$ cat src/rtl/pipe_hazard_ctrl_pkg.sv
// Shared definitions for the TSC pipeline control: forwarding codes, halt FSM
// states and the per-stage control record carried ID->EX->MEM->WB.
package pipe_hazard_ctrl_pkg;

   typedef enum logic [1:0] {
      FWD_NONE = 2'd0,
      FWD_EX   = 2'd1,
      FWD_MEM  = 2'd2,
      FWD_WB   = 2'd3
   } fwd_sel_e;

   typedef enum logic [1:0] {
      ST_RUN    = 2'd0,
      ST_DRAIN  = 2'd1,
      ST_HALTED = 2'd2
   } halt_state_e;

   // Destination index is held beside this record since its width is a module parameter.
   typedef struct packed {
      logic valid;
      logic regWrite;
      logic memRead;
      logic memWrite;
      logic portWrite;
      logic halt;
   } stage_ctrl_t;

   localparam stage_ctrl_t STAGE_EMPTY = '0;

endpackage

$ cat src/rtl/pipe_hazard_ctrl_if.sv
// Decoder/datapath <-> pipeline-control signal bundle.
// master: decoder and datapath side; slave: pipe_hazard_ctrl.
interface pipe_hazard_ctrl_if #(
   parameter int unsigned REG_AW = 2,
   parameter int unsigned CNT_W  = 16
);
   logic              id_valid;
   logic [REG_AW-1:0] id_rs;
   logic [REG_AW-1:0] id_rt;
   logic              id_uses_rs;
   logic              id_uses_rt;
   logic [REG_AW-1:0] id_dst;
   logic              id_reg_write;
   logic              id_mem_read;
   logic              id_mem_write;
   logic              id_port_write;
   logic              id_halt;
   logic              id_redirect;
   logic              icache_stall;
   logic              dcache_stall;

   logic              pc_write;
   logic              ifid_write;
   logic              ifid_flush;
   logic              d_readM;
   logic              d_writeM;
   logic              wb_reg_write;
   logic              wb_port_write;
   logic [REG_AW-1:0] wb_dst;
   logic [1:0]        fwd_rs_sel;
   logic [1:0]        fwd_rt_sel;
   logic [CNT_W-1:0]  num_inst;
   logic              is_halted;

   modport master (
      output id_valid, id_rs, id_rt, id_uses_rs, id_uses_rt, id_dst,
             id_reg_write, id_mem_read, id_mem_write, id_port_write,
             id_halt, id_redirect, icache_stall, dcache_stall,
      input  pc_write, ifid_write, ifid_flush, d_readM, d_writeM,
             wb_reg_write, wb_port_write, wb_dst, fwd_rs_sel, fwd_rt_sel,
             num_inst, is_halted
   );

   modport slave (
      input  id_valid, id_rs, id_rt, id_uses_rs, id_uses_rt, id_dst,
             id_reg_write, id_mem_read, id_mem_write, id_port_write,
             id_halt, id_redirect, icache_stall, dcache_stall,
      output pc_write, ifid_write, ifid_flush, d_readM, d_writeM,
             wb_reg_write, wb_port_write, wb_dst, fwd_rs_sel, fwd_rt_sel,
             num_inst, is_halted
   );
endinterface

$ cat src/rtl/pipe_hazard_ctrl_fwd.sv
// Operand forwarding select for one source register; youngest producing stage wins.
module pipe_fwd_sel
   import pipe_hazard_ctrl_pkg::*;
#(
   parameter int unsigned REG_AW = 2,
   parameter int          WB_FWD = 1
) (
   input  logic [REG_AW-1:0] src,
   input  logic              uses,
   input  logic              exWr,
   input  logic [REG_AW-1:0] exDst,
   input  logic              memWr,
   input  logic [REG_AW-1:0] memDst,
   input  logic              wbWr,
   input  logic [REG_AW-1:0] wbDst,
   output fwd_sel_e          sel
);
   always_comb begin
      sel = FWD_NONE;
      if (uses) begin
         if (exWr && (exDst == src))
            sel = FWD_EX;
         else if (memWr && (memDst == src))
            sel = FWD_MEM;
         else if ((WB_FWD != 0) && wbWr && (wbDst == src))
            sel = FWD_WB;
      end
   end
endmodule

$ cat src/rtl/pipe_hazard_ctrl.sv
// 5-stage TSC pipeline control: stage control registers, stall/squash priority,
// forwarding selects, halt drain FSM and saturating retired-instruction counter.
module pipe_hazard_ctrl
   import pipe_hazard_ctrl_pkg::*;
#(
   parameter int unsigned REG_AW = 2,
   parameter int unsigned CNT_W  = 16,
   parameter int          WB_FWD = 1
) (
   input  logic               Clk,
   input  logic               Reset,
   pipe_hazard_ctrl_if.slave  bus
);
   localparam logic [CNT_W-1:0] CNT_ONE = {{(CNT_W-1){1'b0}}, 1'b1};

   stage_ctrl_t       exCtrl, memCtrl, wbCtrl, exNext;
   logic [REG_AW-1:0] exDst, memDst, wbDst;
   halt_state_e       state, stateNext;
   logic [CNT_W-1:0]  numInst;
   logic              rsHit, rtHit, loadUse, issue;
   fwd_sel_e          rsSel, rtSel;

   assign rsHit   = bus.id_uses_rs && (bus.id_rs == exDst);
   assign rtHit   = bus.id_uses_rt && (bus.id_rt == exDst);
   assign loadUse = exCtrl.valid && exCtrl.memRead && bus.id_valid && (rsHit || rtHit);

   // Stall priority: dcache > load-use > halt drain > icache > redirect > normal.
   always_comb begin
      bus.pc_write   = 1'b1;
      bus.ifid_write = 1'b1;
      bus.ifid_flush = 1'b0;
      issue          = bus.id_valid;
      stateNext      = state;
      if (bus.dcache_stall) begin
         bus.pc_write   = 1'b0;
         bus.ifid_write = 1'b0;
         issue          = 1'b0;
      end else if (loadUse) begin
         bus.pc_write   = 1'b0;
         bus.ifid_write = 1'b0;
         issue          = 1'b0;
      end else if (state != ST_RUN) begin
         bus.pc_write   = 1'b0;
         bus.ifid_flush = 1'b1;
         issue          = 1'b0;
      end else if (bus.icache_stall) begin
         bus.pc_write   = 1'b0;
         bus.ifid_flush = 1'b1;
      end else if (bus.id_valid && bus.id_redirect) begin
         bus.ifid_flush = 1'b1;
      end

      if (!bus.dcache_stall) begin
         case (state)
            ST_RUN:    if (issue && bus.id_halt) stateNext = ST_DRAIN;
            ST_DRAIN:  if (wbCtrl.valid && wbCtrl.halt) stateNext = ST_HALTED;
            ST_HALTED: stateNext = ST_HALTED;
            default:   stateNext = ST_RUN;
         endcase
      end
   end

   always_comb begin
      exNext = STAGE_EMPTY;
      if (issue) begin
         exNext.valid     = 1'b1;
         exNext.regWrite  = bus.id_reg_write;
         exNext.memRead   = bus.id_mem_read;
         exNext.memWrite  = bus.id_mem_write;
         exNext.portWrite = bus.id_port_write;
         exNext.halt      = bus.id_halt;
      end
   end

   always_ff @(posedge Clk or posedge Reset) begin
      if (Reset) begin
         exCtrl  <= STAGE_EMPTY;
         memCtrl <= STAGE_EMPTY;
         wbCtrl  <= STAGE_EMPTY;
         exDst   <= '0;
         memDst  <= '0;
         wbDst   <= '0;
      end else if (!bus.dcache_stall) begin
         exCtrl  <= exNext;
         exDst   <= bus.id_dst;
         memCtrl <= exCtrl;
         memDst  <= exDst;
         wbCtrl  <= memCtrl;
         wbDst   <= memDst;
      end
   end

   always_ff @(posedge Clk or posedge Reset) begin
      if (Reset)
         state <= ST_RUN;
      else
         state <= stateNext;
   end

   always_ff @(posedge Clk or posedge Reset) begin
      if (Reset)
         numInst <= '0;
      else if (wbCtrl.valid && !bus.dcache_stall && (numInst != '1))
         numInst <= numInst + CNT_ONE;
   end

   pipe_fwd_sel #(.REG_AW(REG_AW), .WB_FWD(WB_FWD)) uFwdRs (
      .src    (bus.id_rs),
      .uses   (bus.id_uses_rs),
      .exWr   (exCtrl.valid && exCtrl.regWrite),
      .exDst  (exDst),
      .memWr  (memCtrl.valid && memCtrl.regWrite),
      .memDst (memDst),
      .wbWr   (wbCtrl.valid && wbCtrl.regWrite),
      .wbDst  (wbDst),
      .sel    (rsSel)
   );

   pipe_fwd_sel #(.REG_AW(REG_AW), .WB_FWD(WB_FWD)) uFwdRt (
      .src    (bus.id_rt),
      .uses   (bus.id_uses_rt),
      .exWr   (exCtrl.valid && exCtrl.regWrite),
      .exDst  (exDst),
      .memWr  (memCtrl.valid && memCtrl.regWrite),
      .memDst (memDst),
      .wbWr   (wbCtrl.valid && wbCtrl.regWrite),
      .wbDst  (wbDst),
      .sel    (rtSel)
   );

   assign bus.fwd_rs_sel    = rsSel;
   assign bus.fwd_rt_sel    = rtSel;
   assign bus.d_readM       = memCtrl.valid && memCtrl.memRead;
   assign bus.d_writeM      = memCtrl.valid && memCtrl.memWrite;
   // Held WB instruction must not write again while the pipe is frozen.
   assign bus.wb_reg_write  = wbCtrl.valid && wbCtrl.regWrite && !bus.dcache_stall;
   assign bus.wb_port_write = wbCtrl.valid && wbCtrl.portWrite && !bus.dcache_stall;
   assign bus.wb_dst        = wbDst;
   assign bus.num_inst      = numInst;
   assign bus.is_halted     = (state == ST_HALTED);

endmodule

$ cat src/flat_wrapper.sv
// flat-port wrapper written by rule: the top's interface ports become plain ports
module pipe_hazard_ctrl_flat import pipe_hazard_ctrl_pkg::*;
#(
   parameter int unsigned REG_AW = 2,
   parameter int unsigned CNT_W  = 16,
   parameter int          WB_FWD = 1
)
  (Clk, Reset, bus_id_valid, bus_id_rs, bus_id_rt, bus_id_uses_rs, bus_id_uses_rt, bus_id_dst, bus_id_reg_write, bus_id_mem_read, bus_id_mem_write, bus_id_port_write, bus_id_halt, bus_id_redirect, bus_icache_stall, bus_dcache_stall, bus_pc_write, bus_ifid_write, bus_ifid_flush, bus_d_readM, bus_d_writeM, bus_wb_reg_write, bus_wb_port_write, bus_wb_dst, bus_fwd_rs_sel, bus_fwd_rt_sel, bus_num_inst, bus_is_halted);
  pipe_hazard_ctrl_if #(.REG_AW(REG_AW), .CNT_W(CNT_W)) bus_i ();
  input  logic Clk;
  input  logic Reset;
  input wire logic [$bits(bus_i.id_valid)-1:0] bus_id_valid;
  input wire logic [$bits(bus_i.id_rs)-1:0] bus_id_rs;
  input wire logic [$bits(bus_i.id_rt)-1:0] bus_id_rt;
  input wire logic [$bits(bus_i.id_uses_rs)-1:0] bus_id_uses_rs;
  input wire logic [$bits(bus_i.id_uses_rt)-1:0] bus_id_uses_rt;
  input wire logic [$bits(bus_i.id_dst)-1:0] bus_id_dst;
  input wire logic [$bits(bus_i.id_reg_write)-1:0] bus_id_reg_write;
  input wire logic [$bits(bus_i.id_mem_read)-1:0] bus_id_mem_read;
  input wire logic [$bits(bus_i.id_mem_write)-1:0] bus_id_mem_write;
  input wire logic [$bits(bus_i.id_port_write)-1:0] bus_id_port_write;
  input wire logic [$bits(bus_i.id_halt)-1:0] bus_id_halt;
  input wire logic [$bits(bus_i.id_redirect)-1:0] bus_id_redirect;
  input wire logic [$bits(bus_i.icache_stall)-1:0] bus_icache_stall;
  input wire logic [$bits(bus_i.dcache_stall)-1:0] bus_dcache_stall;
  output wire logic [$bits(bus_i.pc_write)-1:0] bus_pc_write;
  output wire logic [$bits(bus_i.ifid_write)-1:0] bus_ifid_write;
  output wire logic [$bits(bus_i.ifid_flush)-1:0] bus_ifid_flush;
  output wire logic [$bits(bus_i.d_readM)-1:0] bus_d_readM;
  output wire logic [$bits(bus_i.d_writeM)-1:0] bus_d_writeM;
  output wire logic [$bits(bus_i.wb_reg_write)-1:0] bus_wb_reg_write;
  output wire logic [$bits(bus_i.wb_port_write)-1:0] bus_wb_port_write;
  output wire logic [$bits(bus_i.wb_dst)-1:0] bus_wb_dst;
  output wire logic [$bits(bus_i.fwd_rs_sel)-1:0] bus_fwd_rs_sel;
  output wire logic [$bits(bus_i.fwd_rt_sel)-1:0] bus_fwd_rt_sel;
  output wire logic [$bits(bus_i.num_inst)-1:0] bus_num_inst;
  output wire logic [$bits(bus_i.is_halted)-1:0] bus_is_halted;
  assign bus_i.id_valid = bus_id_valid;
  assign bus_i.id_rs = bus_id_rs;
  assign bus_i.id_rt = bus_id_rt;
  assign bus_i.id_uses_rs = bus_id_uses_rs;
  assign bus_i.id_uses_rt = bus_id_uses_rt;
  assign bus_i.id_dst = bus_id_dst;
  assign bus_i.id_reg_write = bus_id_reg_write;
  assign bus_i.id_mem_read = bus_id_mem_read;
  assign bus_i.id_mem_write = bus_id_mem_write;
  assign bus_i.id_port_write = bus_id_port_write;
  assign bus_i.id_halt = bus_id_halt;
  assign bus_i.id_redirect = bus_id_redirect;
  assign bus_i.icache_stall = bus_icache_stall;
  assign bus_i.dcache_stall = bus_dcache_stall;
  assign bus_pc_write = bus_i.pc_write;
  assign bus_ifid_write = bus_i.ifid_write;
  assign bus_ifid_flush = bus_i.ifid_flush;
  assign bus_d_readM = bus_i.d_readM;
  assign bus_d_writeM = bus_i.d_writeM;
  assign bus_wb_reg_write = bus_i.wb_reg_write;
  assign bus_wb_port_write = bus_i.wb_port_write;
  assign bus_wb_dst = bus_i.wb_dst;
  assign bus_fwd_rs_sel = bus_i.fwd_rs_sel;
  assign bus_fwd_rt_sel = bus_i.fwd_rt_sel;
  assign bus_num_inst = bus_i.num_inst;
  assign bus_is_halted = bus_i.is_halted;
  pipe_hazard_ctrl #(.REG_AW(REG_AW), .CNT_W(CNT_W), .WB_FWD(WB_FWD)) u_core (.Clk(Clk), .Reset(Reset), .bus(bus_i));
endmodule
$ cat config.mk
export PLATFORM = sky130hd
export DESIGN_NAME = pipe_hazard_ctrl_flat
export DESIGN_NICKNAME = d
export VERILOG_FILES = /design/src/rtl/pipe_hazard_ctrl_pkg.sv /design/src/rtl/pipe_hazard_ctrl_if.sv /design/src/rtl/pipe_hazard_ctrl_fwd.sv /design/src/rtl/pipe_hazard_ctrl.sv /design/src/flat_wrapper.sv
export SDC_FILE = /design/constraint.sdc
export NUM_CORES = 1
export LEC_CHECK = 0
export ABC_CLOCK_PERIOD_IN_PS = 1600
export CORE_MARGIN = 2
export CORE_UTILIZATION = 45
export DETAILED_ROUTE_END_ITERATION = 16
export MAX_ROUTING_LAYER = met4
export PLACE_DENSITY = 0.76
export SYNTH_ARGS = -nofsm -noshare
export SYNTH_HDL_FRONTEND = slang
export SYNTH_SLANG_ARGS = --single-unit
$ cat constraint.sdc
create_clock -name Clk -period 1.6 [get_ports Clk]
set_input_delay 0.32 -clock Clk [delete_from_list [all_inputs] [get_ports Clk]]
set_output_delay 0.32 -clock Clk [all_outputs]
set_load 0.05 [all_outputs]
Yosys cells after proc, flatten, opt, wreduce, memory -nomap -nowiden

Index checks and enable logic that the tools add are counted.

Register bits: 40
Output and inout port bits: 30
Word-level logic and storage cells: 91

Add/subtract/negate cells: 1
Equal/unequal tests: 13
Multiplexer cells: 26
Bitwise logic cells: 1
Reduce and logical (&&, ||, !) cells: 29

Operators with widths:

| cell                    | count |
|---|---|
| $logic_and A1 B1 Y1     | 24 |
| $mux W2                 | 10 |
| $add A16 B1 Y16 const B | 1 |
| $eq A2 B2 Y1            | 8 |
| $ne A16 B16 Y1 const B  | 1 |
| $mux W1                 | 14 |
| $mux W6                 | 1 |
| $pmux W2 S3             | 1 |
| $ne A2 B1 Y1 const B    | 2 |
| $reduce_and A3 Y1       | 1 |
| $eq A2 B1 Y1 const B    | 1 |
| $eq A2 B2 Y1 const B    | 1 |
| $logic_not A2 Y1        | 1 |
| $reduce_bool A2 Y1      | 1 |
| $logic_not A1 Y1        | 1 |
| $logic_or A1 B1 Y1      | 1 |
| $not A1 Y1              | 1 |

Logic depth before layout (Yosys ltp)

Word-level depth: 9
Depth in mapped cells: 6
Mapped depth without buffers: 6

By module

Synthesis repeated with hierarchy kept, for this count alone.

Cell total of the unflattened synthesis: 189
Area total of the unflattened synthesis: 2,165.8 um^2

By module, submodules not included:

| module           | instances | cells each | area each (um^2) | sequential area each (um^2) |
|---|---|---|---|---|
| pipe_hazard_ctrl | 1         | 163        | 1,973.1          | 1,001.0 |
| pipe_fwd_sel     | 2         | 13         | 96.3             | 0.0 |

Worst setup path after synthesis

Ideal clock, no wire load.

Kind: flip-flop to output port
Start point: register u_core.exCtrl[5] in the netlist's numbering
End point: output bus_ifid_flush
Data arrival time: 1.700 ns
Required time: 1.280 ns
Path slack: -0.420 ns
Stages on the path, launching flop included: 5
Path through: dfrtp_1 -> and3_1 -> a41oi_1 -> nand2_1 -> a31oi_1

Word-level cells in the longest chain between the ends: 5

RTL lines:

| item                              | line                   | source |
|---|---|---|
| start: declaration                | pipe_hazard_ctrl.sv:16 | `stage_ctrl_t exCtrl, memCtrl, wbCtrl, exNext;` |
| start signal: assignment          | pipe_hazard_ctrl.sv:84 | `exCtrl <= exNext;` |
| $logic_and A1 B1 Y1 (3 in series) | pipe_hazard_ctrl.sv:25 | `assign loadUse = exCtrl.valid && exCtrl.memRead && bus.id_valid && (rsHit \|\| rtHit);` |
| $mux W1                           | pipe_hazard_ctrl.sv:38 | `end else if (loadUse) begin` |
| $mux W1                           | pipe_hazard_ctrl.sv:34 | `if (bus.dcache_stall) begin` |
| end: declaration                  | flat_wrapper.sv:28     | `output wire logic [$bits(bus_i.ifid_flush)-1:0] bus_ifid_flush;` |

No other way between the ends.

Worst setup path after layout

Start point: register u_core.exDst[1]
End point: output bus_pc_write

Word-level cells in the longest chain between the ends: 6
Elaborated cells between the ends (all ways): 8

RTL lines:

| item                                   | line                                           | source |
|---|---|---|
| start: declaration                     | pipe_hazard_ctrl.sv:17                         | `logic [REG_AW-1:0] exDst, memDst, wbDst;` |
| start signal: assignment               | pipe_hazard_ctrl.sv:85                         | `exDst <= bus.id_dst;` |
| $eq A2 B2 Y1 (on tied branches)        | pipe_hazard_ctrl.sv:23, pipe_hazard_ctrl.sv:24 |  |
| $logic_and A1 B1 Y1 (on tied branches) | pipe_hazard_ctrl.sv:23, pipe_hazard_ctrl.sv:24 |  |
| $logic_or A1 B1 Y1 *                   | pipe_hazard_ctrl.sv:25                         |  |
| $logic_and A1 B1 Y1 *                  | pipe_hazard_ctrl.sv:25                         |  |
| $mux W1 *                              | pipe_hazard_ctrl.sv:38                         |  |
| $mux W1 *                              | pipe_hazard_ctrl.sv:34                         |  |
| end: declaration                       | flat_wrapper.sv:26                             | `output wire logic [$bits(bus_i.pc_write)-1:0] bus_pc_write;` |

Every way passes the cells marked *; elsewhere a longest branch is shown, timed or not.

==> metrics.txt <==
Bufs on Longest Clock Path 2; Setup CP Type register to output port; Cell Chain, Critical Path xnor2_2 -> nand4_1 -> nand2_2 -> inv_6 -> and3_4 -> buf_12; Slew @ Worst Pin 412 ps; CTS Buf Count 5; setup_tns -3930 ps; relative slew slack 72.5%; status finished, violations left; Required @ worst endpoint 1280 ps; hold buffers post-CTS 0; # clock sinks 40; htree depth 2; crit path launch type register; Post-Route WL 5.35 mm; post-DR vias/cell 5.38; Final Hold Vio Count 0; Primary FF master, synth dfrtp_1; Worst EP arrival 1770 ps; number of flops mapped to enable cells by yosys 0; Pleak 1.62 nW; worst-skew pair later-pin latency 290 ps; Ys Warns 0; filler instances 244; per-cell routed wire length 16.3 um; register area 1020 um^2; synth-to-layout area growth 71.2%; Clock Tree Root clkbuf_8; Iter 0 DRT Violations 78; Nets 299; drt pass-1 iters 4; peak supply drop 0.754 mV; CP Max Fanout 3; final antenna-violating net count 0; # rows 24; Placer Congestion 0.808; Post-synth ARST share 100%; minimum clock period 2090 ps; fin util 81.2%; largest net degree at the start of global routing 41; # Max-Cap Violations 0; core box area 4410 um^2; All-Layer GR Usage 23.2%; register bit count reported by yosys 40; post-synth top area cell dfrtp_1; I/O pins 49; DRC 0; CTS tree yes; post-synthesis sequential area ratio 47.8%; die height 72.2 um; CTS clk-pin slew, worst paths 80 ps; most frequent cell after synthesis dfrtp_1; number of diodes 0; Distinct cells, synth 40; Tightest Hold Check Type input port to asynchronous set/reset pin; GRT Residual Overflow 0; RSZ-0062 raised after global routing yes; Critical Path Slowest Stage Cell dfrtp_2; routed vias 1766; critical path capture point type output port; Mapped Area 2090 um^2; Power, Total 3.85 mW; syn_nets 197; Final HPWL DP 3.69 mm; top-area cell type share of the netlist area 47.8%; Final WS setup -491 ps; first-pass GRT wire length 9.00 mm; post-synthesis cell count 173; Initial Util 47.4%; share of layout cells above drive strength 1 57.2%; Die Wd 72.2 um; delay of the slowest critical-path stage 470 ps; failing checks setup timing; synth cell count leaders dfrtp_1, mux2_2, xor2_1; max-slew violations 0; PwrDens 1070 nW/um^2; fin crit share 131%; number of global-route vias before repair 1909; syn_area_per_cell 12.1 um^2; Worst Skew 4.79 ps; IO buf count 48; Max Freq 478 MHz; setup violators final 17; antenna violations before repair 0; Multi-input gate area 1190 um^2; top cells by area in the synthesized netlist dfrtp_1, mux2_2, xor2_1; die area 5220 um^2
-- placed cells by master, fill, tap and decap left out, types with 6 or more instances in the layout --
cell type | synthesis | layout
and2_1 | 10 | 6
buf_12 | 0 | 31
buf_4 | 0 | 47
clkbuf_8 | 0 | 6
clkdlybuf4s50_1 | 0 | 12
dfrtp_1 | 40 | 21
dfrtp_2 | 0 | 19
mux2_2 | 17 | 17
nand2_1 | 8 | 7
nand4_1 | 6 | 6
xnor2_1 | 12 | 8
xor2_1 | 14 | 12
-- area by class of cell --
type                    instances  share of cell area, %
flip-flops and latches         40                   28.6
clock inverters                 2                  0.279
well taps                      52                   1.81
inverters                       6                  0.768
repair buffers                 99                   32.9
multi-input cells             123                   33.3
clock buffers                   6                   2.30
-- report_power, final --
part	total (mW)	switching (mW)	internal (mW)	leakage, nW
clock	0.696	0.352	0.344	0.0510
combinational	1.81	0.875	0.936	1.07
sequential	1.34	0.132	1.21	0.498
total	3.85	1.36	2.49	1.62
-- registers in the layout (all words and copies together) (netlist names) --
register,flops
u_core.bus.wb_dst,2
u_core.exDst,2
u_core.exCtrl,6
u_core.memDst,2
u_core.state,2
u_core.memCtrl,6
u_core.bus.num_inst,16
u_core.wbCtrl,4
-- cells by family (layout without fill, tap and decap cells) --
group | after synthesis | after routing | synth area share [%]
and+or+nand+nor | 49 | 49 | 15.0
DFF | 40 | 40 | 47.8
xor gates and xnor gates | 26 | 26 | 10.9
AOI/OAI and AO/OA | 24 | 24 | 11.1
muxes | 19 | 19 | 10.4
buffers and inverters | 10 | 113 | 1.85
adders and majority gates | 5 | 5 | 2.99
-- critical path, delay by kind of cell, from the launching register on --
family,cells,cell delay (ps)
flops,1,470
simple gates,3,650
buf+inv,2,180
xor+xnor,1,180
-- final timing paths --
| check | from | to | slack, ps | cells after the start |
|---|---|---|---|---|
| min in group Clk | u_core.exCtrl[0] | u_core.exCtrl[0] | 490 | 1 |
| hold / removal | Reset | u_core.bus.num_inst[3] | 380 | 3 |
| hold reg to reg | u_core.exCtrl[0] | u_core.exCtrl[0] | 490 | 1 |
| setup / recovery | u_core.exDst[1] | bus_pc_write | -490 | 6 |
| setup reg to reg | u_core.exDst[0] | u_core.state[1] | -200 | 5 |
| max in group asynchronous | Reset | u_core.bus.num_inst[0] | 1020 | 3 |
-- per-stage QoR --
| step | hold WS [ps] | std cells | instance area, um^2 | worst slack [ps] |
|---|---|---|---|---|
| 2_1_floorplan | 459 | 173 | 2160 | -101 |
| 5_1_grt | 384 | 328 | 3590 | -508 |
| 4_1_cts | 380 | 327 | 3550 | -386 |
| 3_5_place_dp | 480 | 314 | 3340 | -524 |
| 6_report | 378 | 328 | 3590 | -491 |
| 3_3_place_gp | 469 | 314 | 3340 | -509 |
-- routing by layer --
layer	track usage, %	vias up	share of wire (%)
met5	-	-	0
met4	8.81	0	3.2
met3	3.75	18	3.7
met2	41.2	51	54
met1	26.3	859	39
li1	-	838	-
-- timing repair --
action                     in CTS  in global routing
setup endpoints to repair      27                 17
gates resized for setup        25                  6
pin swaps                      18                  9
buffers inserted                5                  1
Power figures use the tool's default switching activity.
